## config.mk

```make
export PLATFORM = sky130hd
export DESIGN_NAME = process_scheduler_flat
export DESIGN_NICKNAME = d
export VERILOG_FILES = /design/src/rtl/process_scheduler_if.sv /design/src/rtl/process_scheduler.sv /design/src/flat_wrapper.sv
export SDC_FILE = /design/constraint.sdc
export NUM_CORES = 1
export LEC_CHECK = 0
export CORE_MARGIN = 3
export CORE_UTILIZATION = 40
export DETAILED_ROUTE_END_ITERATION = 10
export GPL_TIMING_DRIVEN = 0
export PLACE_DENSITY = 0.59
export SYNTH_ARGS = -nofsm -noshare
export SYNTH_HDL_FRONTEND = slang
export SYNTH_SLANG_ARGS = --single-unit
```

## constraint.sdc

```tcl
create_clock -name clock -period 5.9 [get_ports clock]
set_input_delay 1.18 -clock clock [delete_from_list [all_inputs] [get_ports clock]]
set_output_delay 1.18 -clock clock [all_outputs]
set_load 0.02 [all_outputs]
```

## src/rtl/process_scheduler_if.sv

```systemverilog
// Scheduler bus: run events from the control unit, process create/release
// requests, and the PC-load/status outputs towards the PC register.
interface process_scheduler_if #(
    parameter int NUM_PROC = 4,
    parameter int PC_W     = 32
);
    localparam int ID_W = $clog2(NUM_PROC);

    logic            troca_contexto;
    logic            fim_processo;
    logic            io_bloqueio;
    logic [PC_W-1:0] pc_salvo;
    logic            cria_valido;
    logic [ID_W-1:0] cria_id;
    logic [PC_W-1:0] cria_pc;
    logic            io_libera;
    logic [ID_W-1:0] io_libera_id;
    logic            carrega_pc;
    logic [PC_W-1:0] pc_novo;
    logic [ID_W-1:0] processo_atual;
    logic            ocioso;
    logic            cria_erro;
    logic [15:0]     trocas;

    modport master (
        output troca_contexto, fim_processo, io_bloqueio, pc_salvo,
               cria_valido, cria_id, cria_pc, io_libera, io_libera_id,
        input  carrega_pc, pc_novo, processo_atual, ocioso, cria_erro, trocas
    );

    modport slave (
        input  troca_contexto, fim_processo, io_bloqueio, pc_salvo,
               cria_valido, cria_id, cria_pc, io_libera, io_libera_id,
        output carrega_pc, pc_novo, processo_atual, ocioso, cria_erro, trocas
    );
endinterface

```

## src/rtl/process_scheduler.sv

```systemverilog
// Round-robin process scheduler: process table plus WAIT/SEARCH/LOAD/RUN FSM.
// Optional dispatch counter on trocas is built only when SCHED_STATS_EN is defined.
module process_scheduler #(
    parameter int NUM_PROC = 4,
    parameter int PC_W     = 32
) (
    input  logic                  clock,
    input  logic                  reset,
    process_scheduler_if.slave    bus
);
    localparam int ID_W = $clog2(NUM_PROC);
    localparam logic [ID_W-1:0] LAST_CHECK = ID_W'(NUM_PROC - 1);

    typedef enum logic [1:0] {E_FREE, E_READY, E_RUNNING, E_BLOCKED} ent_t;
    typedef enum logic [1:0] {S_WAIT, S_SEARCH, S_LOAD, S_RUN} state_t;

    state_t          state_q, state_d;
    logic [ID_W-1:0] idx_q, idx_d;
    logic [ID_W-1:0] cnt_q, cnt_d;
    ent_t            ent_q [NUM_PROC];
    ent_t            ent_d [NUM_PROC];
    logic [PC_W-1:0] pc_q  [NUM_PROC];
    logic [PC_W-1:0] pc_d  [NUM_PROC];

    logic            carrega_q, carrega_d;
    logic [PC_W-1:0] pc_novo_q, pc_novo_d;
    logic [ID_W-1:0] atual_q, atual_d;
    logic            ocioso_q, ocioso_d;
    logic            erro_q, erro_d;

    logic hit;
    logic run_ev;
    logic any_ready_d;

    assign hit    = (state_q == S_SEARCH) && (ent_q[idx_q] == E_READY);
    assign run_ev = (state_q == S_RUN) &&
                    (bus.fim_processo || bus.io_bloqueio || bus.troca_contexto);

    // Table updates are judged on pre-edge entry state, so no two writers can hit one slot.
    always_comb begin
        for (int i = 0; i < NUM_PROC; i++) begin
            ent_d[i] = ent_q[i];
            pc_d[i]  = pc_q[i];
        end
        if (bus.cria_valido && ent_q[bus.cria_id] == E_FREE) begin
            ent_d[bus.cria_id] = E_READY;
            pc_d[bus.cria_id]  = bus.cria_pc;
        end
        if (bus.io_libera && ent_q[bus.io_libera_id] == E_BLOCKED) begin
            ent_d[bus.io_libera_id] = E_READY;
        end
        if (hit) begin
            ent_d[idx_q] = E_RUNNING;
        end
        if (state_q == S_RUN) begin
            if (bus.fim_processo) begin
                ent_d[atual_q] = E_FREE;
            end else if (bus.io_bloqueio) begin
                ent_d[atual_q] = E_BLOCKED;
                pc_d[atual_q]  = bus.pc_salvo;
            end else if (bus.troca_contexto) begin
                ent_d[atual_q] = E_READY;
                pc_d[atual_q]  = bus.pc_salvo;
            end
        end
        any_ready_d = 1'b0;
        for (int i = 0; i < NUM_PROC; i++) begin
            if (ent_d[i] == E_READY) any_ready_d = 1'b1;
        end
    end

    always_comb begin
        state_d = state_q;
        idx_d   = idx_q;
        cnt_d   = cnt_q;
        case (state_q)
            S_WAIT: begin
                if (any_ready_d) begin
                    state_d = S_SEARCH;
                    idx_d   = atual_q + 1'b1;
                    cnt_d   = '0;
                end
            end
            S_SEARCH: begin
                if (hit) begin
                    state_d = S_LOAD;
                end else if (cnt_q == LAST_CHECK) begin
                    state_d = S_WAIT;
                end else begin
                    idx_d = idx_q + 1'b1;
                    cnt_d = cnt_q + 1'b1;
                end
            end
            S_LOAD: state_d = S_RUN;
            S_RUN: begin
                if (run_ev) begin
                    state_d = S_SEARCH;
                    idx_d   = atual_q + 1'b1;
                    cnt_d   = '0;
                end
            end
            default: state_d = S_WAIT;
        endcase
    end

    // Outputs are registered: the hit edge loads them so they are valid during LOAD.
    always_comb begin
        carrega_d = hit;
        pc_novo_d = hit ? pc_q[idx_q] : pc_novo_q;
        atual_d   = hit ? idx_q : atual_q;
        ocioso_d  = (state_d == S_WAIT);
        erro_d    = bus.cria_valido && (ent_q[bus.cria_id] != E_FREE);
    end

    always_ff @(posedge clock) begin
        if (reset) begin
            state_q   <= S_WAIT;
            idx_q     <= '0;
            cnt_q     <= '0;
            carrega_q <= 1'b0;
            pc_novo_q <= '0;
            atual_q   <= '0;
            ocioso_q  <= 1'b1;
            erro_q    <= 1'b0;
            for (int i = 0; i < NUM_PROC; i++) begin
                ent_q[i] <= E_FREE;
                pc_q[i]  <= '0;
            end
        end else begin
            state_q   <= state_d;
            idx_q     <= idx_d;
            cnt_q     <= cnt_d;
            carrega_q <= carrega_d;
            pc_novo_q <= pc_novo_d;
            atual_q   <= atual_d;
            ocioso_q  <= ocioso_d;
            erro_q    <= erro_d;
            for (int i = 0; i < NUM_PROC; i++) begin
                ent_q[i] <= ent_d[i];
                pc_q[i]  <= pc_d[i];
            end
        end
    end

    assign bus.carrega_pc     = carrega_q;
    assign bus.pc_novo        = pc_novo_q;
    assign bus.processo_atual = atual_q;
    assign bus.ocioso         = ocioso_q;
    assign bus.cria_erro      = erro_q;

`ifdef SCHED_STATS_EN
    logic [15:0] trocas_q;

    always_ff @(posedge clock) begin
        if (reset) begin
            trocas_q <= '0;
        end else if (state_q == S_LOAD && trocas_q != 16'hFFFF) begin
            trocas_q <= trocas_q + 16'd1;
        end
    end

    assign bus.trocas = trocas_q;
`else
    assign bus.trocas = '0;
`endif

endmodule

```

## src/flat_wrapper.sv

```systemverilog
// flat-port wrapper written by rule: the top's interface ports become plain ports
module process_scheduler_flat 
#(
    parameter int NUM_PROC = 4,
    parameter int PC_W     = 32
)
  (clock, reset, bus_troca_contexto, bus_fim_processo, bus_io_bloqueio, bus_pc_salvo, bus_cria_valido, bus_cria_id, bus_cria_pc, bus_io_libera, bus_io_libera_id, bus_carrega_pc, bus_pc_novo, bus_processo_atual, bus_ocioso, bus_cria_erro, bus_trocas);
  process_scheduler_if #(.NUM_PROC(NUM_PROC), .PC_W(PC_W)) bus_i ();
  input  logic clock;
  input  logic reset;
  input wire logic [$bits(bus_i.troca_contexto)-1:0] bus_troca_contexto;
  input wire logic [$bits(bus_i.fim_processo)-1:0] bus_fim_processo;
  input wire logic [$bits(bus_i.io_bloqueio)-1:0] bus_io_bloqueio;
  input wire logic [$bits(bus_i.pc_salvo)-1:0] bus_pc_salvo;
  input wire logic [$bits(bus_i.cria_valido)-1:0] bus_cria_valido;
  input wire logic [$bits(bus_i.cria_id)-1:0] bus_cria_id;
  input wire logic [$bits(bus_i.cria_pc)-1:0] bus_cria_pc;
  input wire logic [$bits(bus_i.io_libera)-1:0] bus_io_libera;
  input wire logic [$bits(bus_i.io_libera_id)-1:0] bus_io_libera_id;
  output wire logic [$bits(bus_i.carrega_pc)-1:0] bus_carrega_pc;
  output wire logic [$bits(bus_i.pc_novo)-1:0] bus_pc_novo;
  output wire logic [$bits(bus_i.processo_atual)-1:0] bus_processo_atual;
  output wire logic [$bits(bus_i.ocioso)-1:0] bus_ocioso;
  output wire logic [$bits(bus_i.cria_erro)-1:0] bus_cria_erro;
  output wire logic [$bits(bus_i.trocas)-1:0] bus_trocas;
  assign bus_i.troca_contexto = bus_troca_contexto;
  assign bus_i.fim_processo = bus_fim_processo;
  assign bus_i.io_bloqueio = bus_io_bloqueio;
  assign bus_i.pc_salvo = bus_pc_salvo;
  assign bus_i.cria_valido = bus_cria_valido;
  assign bus_i.cria_id = bus_cria_id;
  assign bus_i.cria_pc = bus_cria_pc;
  assign bus_i.io_libera = bus_io_libera;
  assign bus_i.io_libera_id = bus_io_libera_id;
  assign bus_carrega_pc = bus_i.carrega_pc;
  assign bus_pc_novo = bus_i.pc_novo;
  assign bus_processo_atual = bus_i.processo_atual;
  assign bus_ocioso = bus_i.ocioso;
  assign bus_cria_erro = bus_i.cria_erro;
  assign bus_trocas = bus_i.trocas;
  process_scheduler #(.NUM_PROC(NUM_PROC), .PC_W(PC_W)) u_core (.clock(clock), .reset(reset), .bus(bus_i));
endmodule
```

Yosys cells after proc, flatten, opt, wreduce, memory -nomap -nowiden
Memory sizes are Yosys's and may differ from the RTL's. A register that Yosys moved wholly into a read port is not among the register bits.
Index checks and enable logic that the tools add are counted.
{"block": "totals", "reg_bits": 11, "ramBits": 136, "inputBits": 75, "out_inout_bits": 53, "word_cells": 136, "memories": 2}
{"name": "u_core.pc_q", "words": 4, "width": 32, "read_ports": 5, "rd_ports_with_merged_regs": 1, "write_ports": 4, "line": "process_scheduler.sv:22", "rtl": "logic [PC_W-1:0] pc_q [NUM_PROC];"}
{"name": "u_core.ent_q", "words": 4, "width": 2, "read_ports": 7, "rd_ports_with_merged_regs": 1, "write_ports": 4, "line": "process_scheduler.sv:20", "rtl": "ent_t ent_q [NUM_PROC];"}
{"block": "op_classes", "n_addsub": 3, "n_lt_le_gt_ge": 8, "eq_ne": 14, "n_mux": 58, "n_bitwise": 27, "reduce_logical": 17}
{"operator": "$mux 128", "n": 5}
{"operator": "$bwmux 128", "n": 2}
{"operator": "$mux 32", "n": 6}
{"operator": "$demux 32 s2", "n": 2}
{"operator": "$mux 8", "n": 7}
{"operator": "$mux 2", "n": 22}
{"operator": "$and 4x4->4", "n": 4}
{"operator": "$demux 2 s2", "n": 4}
{"operator": "$not 4->4", "n": 4}
{"operator": "$or 4x4->4", "n": 4}
{"operator": "$eq 2x1->1 const B", "n": 6}
{"operator": "$ge 3x3->1 const B", "n": 4}
{"operator": "$lt 3x1->1 const B", "n": 4}
{"operator": "$not 2->3", "n": 4}
{"operator": "$pmux 2 s3", "n": 2}
{"operator": "$logic_and 1x1->1", "n": 9}
{"operator": "$and 8x8->8", "n": 1}
{"operator": "$eq 2x2->1 const B", "n": 4}
{"operator": "$not 8->8", "n": 1}
{"operator": "$or 1x1->1", "n": 8}
{"operator": "$or 8x8->8", "n": 1}
{"operator": "$pmux 2 s4", "n": 1}
{"operator": "$mux 1", "n": 7}
{"operator": "$add 2x1->2 const B", "n": 3}
{"operator": "7 further kinds", "n": 12}

Depth between registers and ports, before layout
{"block": "logic_depth", "depth_word": 26, "depth_mapped": 9, "mapped_depth_nobuf": 6}

Worst setup path before layout
OpenSTA, ideal clock, no wires.
{"block": "synth_timing", "kind": "input port to flip-flop", "start": "in bus_troca_contexto", "end": "reg u_core.state_q[0]", "setup_ps": 119, "arrival_time_ps": 2858, "t_required_ps": 5781, "setup_slack_ps": 2923, "cell_stages": 8, "n_path_buf": 2, "cell_sequence": "or2_2 > buf_2 > a211oi_1 > a21o_2 > o21bai_1 > or4_1 > buf_6 > o221a_1"}
{"block": "synth_via", "elab_chain_len": 11, "elab_cells_between_ends": 17, "classes_between": "4 x eq/ne; 11 x mux; 2 x reduce/logical"}
{"element": "start, declared", "line": "flat_wrapper.sv:11", "rtl": "input wire logic [$bits(bus_i.troca_contexto)-1:0] bus_troca_contexto;"}
{"element": "$mux 8", "line": "process_scheduler.sv:61", "rtl": "end else if (bus.troca_contexto) begin"}
{"element": "$mux 8", "line": "process_scheduler.sv:58", "rtl": "end else if (bus.io_bloqueio) begin"}
{"element": "$mux 8", "line": "process_scheduler.sv:56", "rtl": "if (bus.fim_processo) begin"}
{"element": "$mux 8", "line": "process_scheduler.sv:55", "rtl": "if (state_q == S_RUN) begin"}
{"element": "$eq 2x1->1", "line": "process_scheduler.sv:68", "rtl": "if (ent_d[i] == E_READY) any_ready_d = 1'b1;"}
{"element": "$mux 1 (4 in a row)", "line": "process_scheduler.sv:68"}
{"element": "$mux 2", "line": "process_scheduler.sv:78", "rtl": "if (any_ready_d) begin"}
{"element": "$pmux 2 s4 (*)", "line": "process_scheduler.sv:76", "rtl": "case (state_q)"}
{"element": "end signal, assigned", "line": "process_scheduler.sv:130", "rtl": "state_q <= state_d;"}
{"element": "end, declared", "line": "process_scheduler.sv:17", "rtl": "state_t state_q, state_d;"}
Every way passes the cells marked *; elsewhere a longest branch is shown, timed or not.
A chain may end at the register's enable or synchronous reset.

==> out/summary.txt <==
Drt drc: 0
Critical Path RT: 6.24 ns
Clock Sinks: 181
Die area: 0.0240 mm2
#FFs+latches synth: 181
Setup bufs post-CTS: 0
# port buffers: 109
CP arrival: 3.80 ns
PD cells: 266 mW/mm2
Critical path class: in -> reg
Fmax: 289 MHz
Effective utilization at floorplan: 41.4%
Syn avg cell area: 9.51 um2
Yosys Warn Count: 0
Crit-path slowest cell: or4b_2
GP Congestion: 0.857
Largest net degree at the start of global routing: 18
Synth-to-Final Area Change: 23.6%
Nets: 1,151
Clock Latency Late Sink: 0.43 ns
Main flop type after synthesis: dfxtp_1
CTS resizes: 0
Max VDD drop: 180 uV
Crit path from: bus_cria_valido
Outcome: finished clean
Initial antenna violation count: 0
DP Wirelength: 18.8 mm
I/O pin count: 128
DIE WIDTH: 155 um
Core Util, Final: 51.1%
Via count: 7,647
WL met3: 1.91 mm
Crit Path Max Fanout: 10
Fin crit period: 3.46 ns
DIE HEIGHT: 155 um
Final Hold Vio Count: 0
CTS Root Cell: clkbuf_16
RSZ-0062 raised after global routing: false
Most common cell in the netlist: dfxtp_1
Setup TNS: 0 ns
Core Region: 0.0214 mm2
CTS tree: built
EDFF count, synth: 0
Top layer in use: met4
Met2 wire len: 13.3 mm
Cells after synthesis: 932
Cell family with most CP delay: buffers and inverters
Hold path startpoint: u_core.bus.pc_novo[11]
M1 WL: 12.5 mm
Asr flop ratio synth: 0%
ANT cells: 0
Post-synth cell types: 58
First-pass DRT Iterations: 5
Wirelength per Cell: 20.7 um
Synth cell count leaders: dfxtp_1 (181), nor2_1 (140), a211oi_1 (134)
Sequential element share of the synthesized area: 40.9%
Vias in the first global route: 7,610
Clock skew: 0.0111 ns
H-tree Lvls: 4
WL final: 28.2 mm
DRC marker count from the first detailed-route iteration: 642
Crit-path cells: clkdlybuf4s50_1, nor2b_1, or4b_2, clkbuf_1, buf_1, mux2i_1, a211oi_1
Share of cells above drive strength 1: 10.0%
Antenna Nets Post-Route: 0
Synthesized area: 0.00886 mm2
Setup crit end kind: flop
Clk slew on worst S/H paths: 0.07 ns
Hold WC Path Type: reg -> reg
Lkg Pwr: 4.34 nW
Yosys top cell by area: dfxtp_1
Via/cell ratio: 5.61
Top cell type's share of synthesized area: 40.9%
Clock tree buffer depth: 2
First-pass GRT wire length: 43.5 mm
Overall Global Routing Usage: 23.2%
Hold buffers post-CTS: 0
Total CTS buffers: 17
Remaining global-route overflow: 0
Setup Viol. Count Final: 0
Crit path launch type: input pin
Bufs and invs on worst path: 3
Period utilization: 58.6%
Relative slew slack: 36.4%
Worst-Margin Slew: 0.954 ns
CP max stage delay: 0.60 ns
Max_cap viols: 0
Row count: 53
Final slew viol count: 0
Synth top area cells: dfxtp_1 (41%), mux2i_1 (15%), a211oi_1 (11%), mux4_2 (8.1%), nor2_1 (5.9%)
[cell usage in the layout (no fill, tap or decap), types with 9 or more instances in the layout]
| cell | synthesis | routed |
|---|---|---|
| conb_1 | 1 | 16 |
| clkdlybuf4s50_1 | 0 | 109 |
| mux4_2 | 32 | 32 |
| a21oi_1 | 44 | 44 |
| buf_4 | 17 | 17 |
| mux2i_1 | 133 | 133 |
| dfxtp_1 | 181 | 181 |
| nor2_1 | 140 | 140 |
| clkbuf_1 | 63 | 63 |
| a211oi_1 | 134 | 134 |
| buf_1 | 9 | 9 |
| buf_2 | 9 | 9 |
| nand2_1 | 81 | 81 |
| clkbuf_16 | 0 | 17 |
[path summary, 6_finish.rpt]
path / slack (ns) / end / depth (start not counted)
worst max register to register: 3.05 / u_core.bus.pc_novo[24] / 7
worst min register to register: 0.45 / u_core.bus.pc_novo[11] / 2
worst max-delay path: 2.44 / u_core.pc_q[0][23] / 7
worst min-delay path: 0.45 / u_core.bus.pc_novo[11] / 2
[area by class of cell]
class / count / area [um2]
Fill cell: 2016 / 10500
Multi-Input combinational cell: 660 / 4800
Sequential cell: 181 / 3620
Timing Repair Buffer: 109 / 1090
Buffer: 101 / 479
Clock buffer: 18 / 439
Tap cell: 275 / 344
Clock inverter: 14 / 163
Inverter: 5 / 18.8
[cells by family (layout without fill, tap and decap cells)]
| group | after synthesis | after routing | synth area share [%] |
|---|---|---|---|
| buffers and inverters | 106 | 247 | 5.62 |
| XOR/XNOR | 1 | 1 | 0.0989 |
| other | 1 | 16 | 0.0423 |
| flip-flops | 181 | 181 | 40.9 |
| multiplexers | 165 | 165 | 23.2 |
| AO/OA/AOI/OAI | 210 | 210 | 16.7 |
| adder cells (fa/ha/maj) | 1 | 1 | 0.141 |
| AND/OR/NAND/NOR | 267 | 267 | 13.4 |
[routing by layer]
metal	global-route usage [%]	vias up
li1	-	3665
met4	5.59	0
met2	38.3	305
met3	4.36	33
met5	0	-
met1	31.4	3644
[through the flow]
stage / total power [mW] / setup WS, ns / hold WS [ns] / cells / instance area (um2)
after floorplan: 1.58 / 2.92 / 0.475 / 947 / 8920
after global placement: 1.75 / 2.08 / 0.444 / 1331 / 10400
after detailed placement: 1.75 / 2.05 / 0.446 / 1331 / 10400
after CTS: 2.92 / 2.46 / 0.457 / 1363 / 11000
after global routing: 3.01 / 2.26 / 0.473 / 1363 / 11000
final: 2.92 / 2.44 / 0.454 / 1363 / 11000
[power breakdown]
group          switching, mW  total (mW)  leakage, nW  internal [mW]
clock                  0.544        1.19        0.288          0.649
combinational          0.234       0.430         2.58          0.196
sequential            0.0282        1.29         1.47           1.26
[tightest hold or removal path, delay by kind of cell (launching register included)]
kind / cells / cell delay, ns
flops: 1 / 0.31
compound gates: 1 / 0.05
simple gates: 1 / 0.05
[sequential cells by signal, indices dropped and copies added, names as in the netlist, named ones only]
signal                     cells
u_core.bus.ocioso              1
u_core.cnt_q                   2
u_core.ent_q                   8
u_core.bus.processo_atual      2
u_core.idx_q                   2
u_core.bus.cria_erro           1
u_core.bus.carrega_pc          1
u_core.state_q                 2
u_core.pc_q                  128
u_core.bus.pc_novo            32
Power figures use the tool's default switching activity.
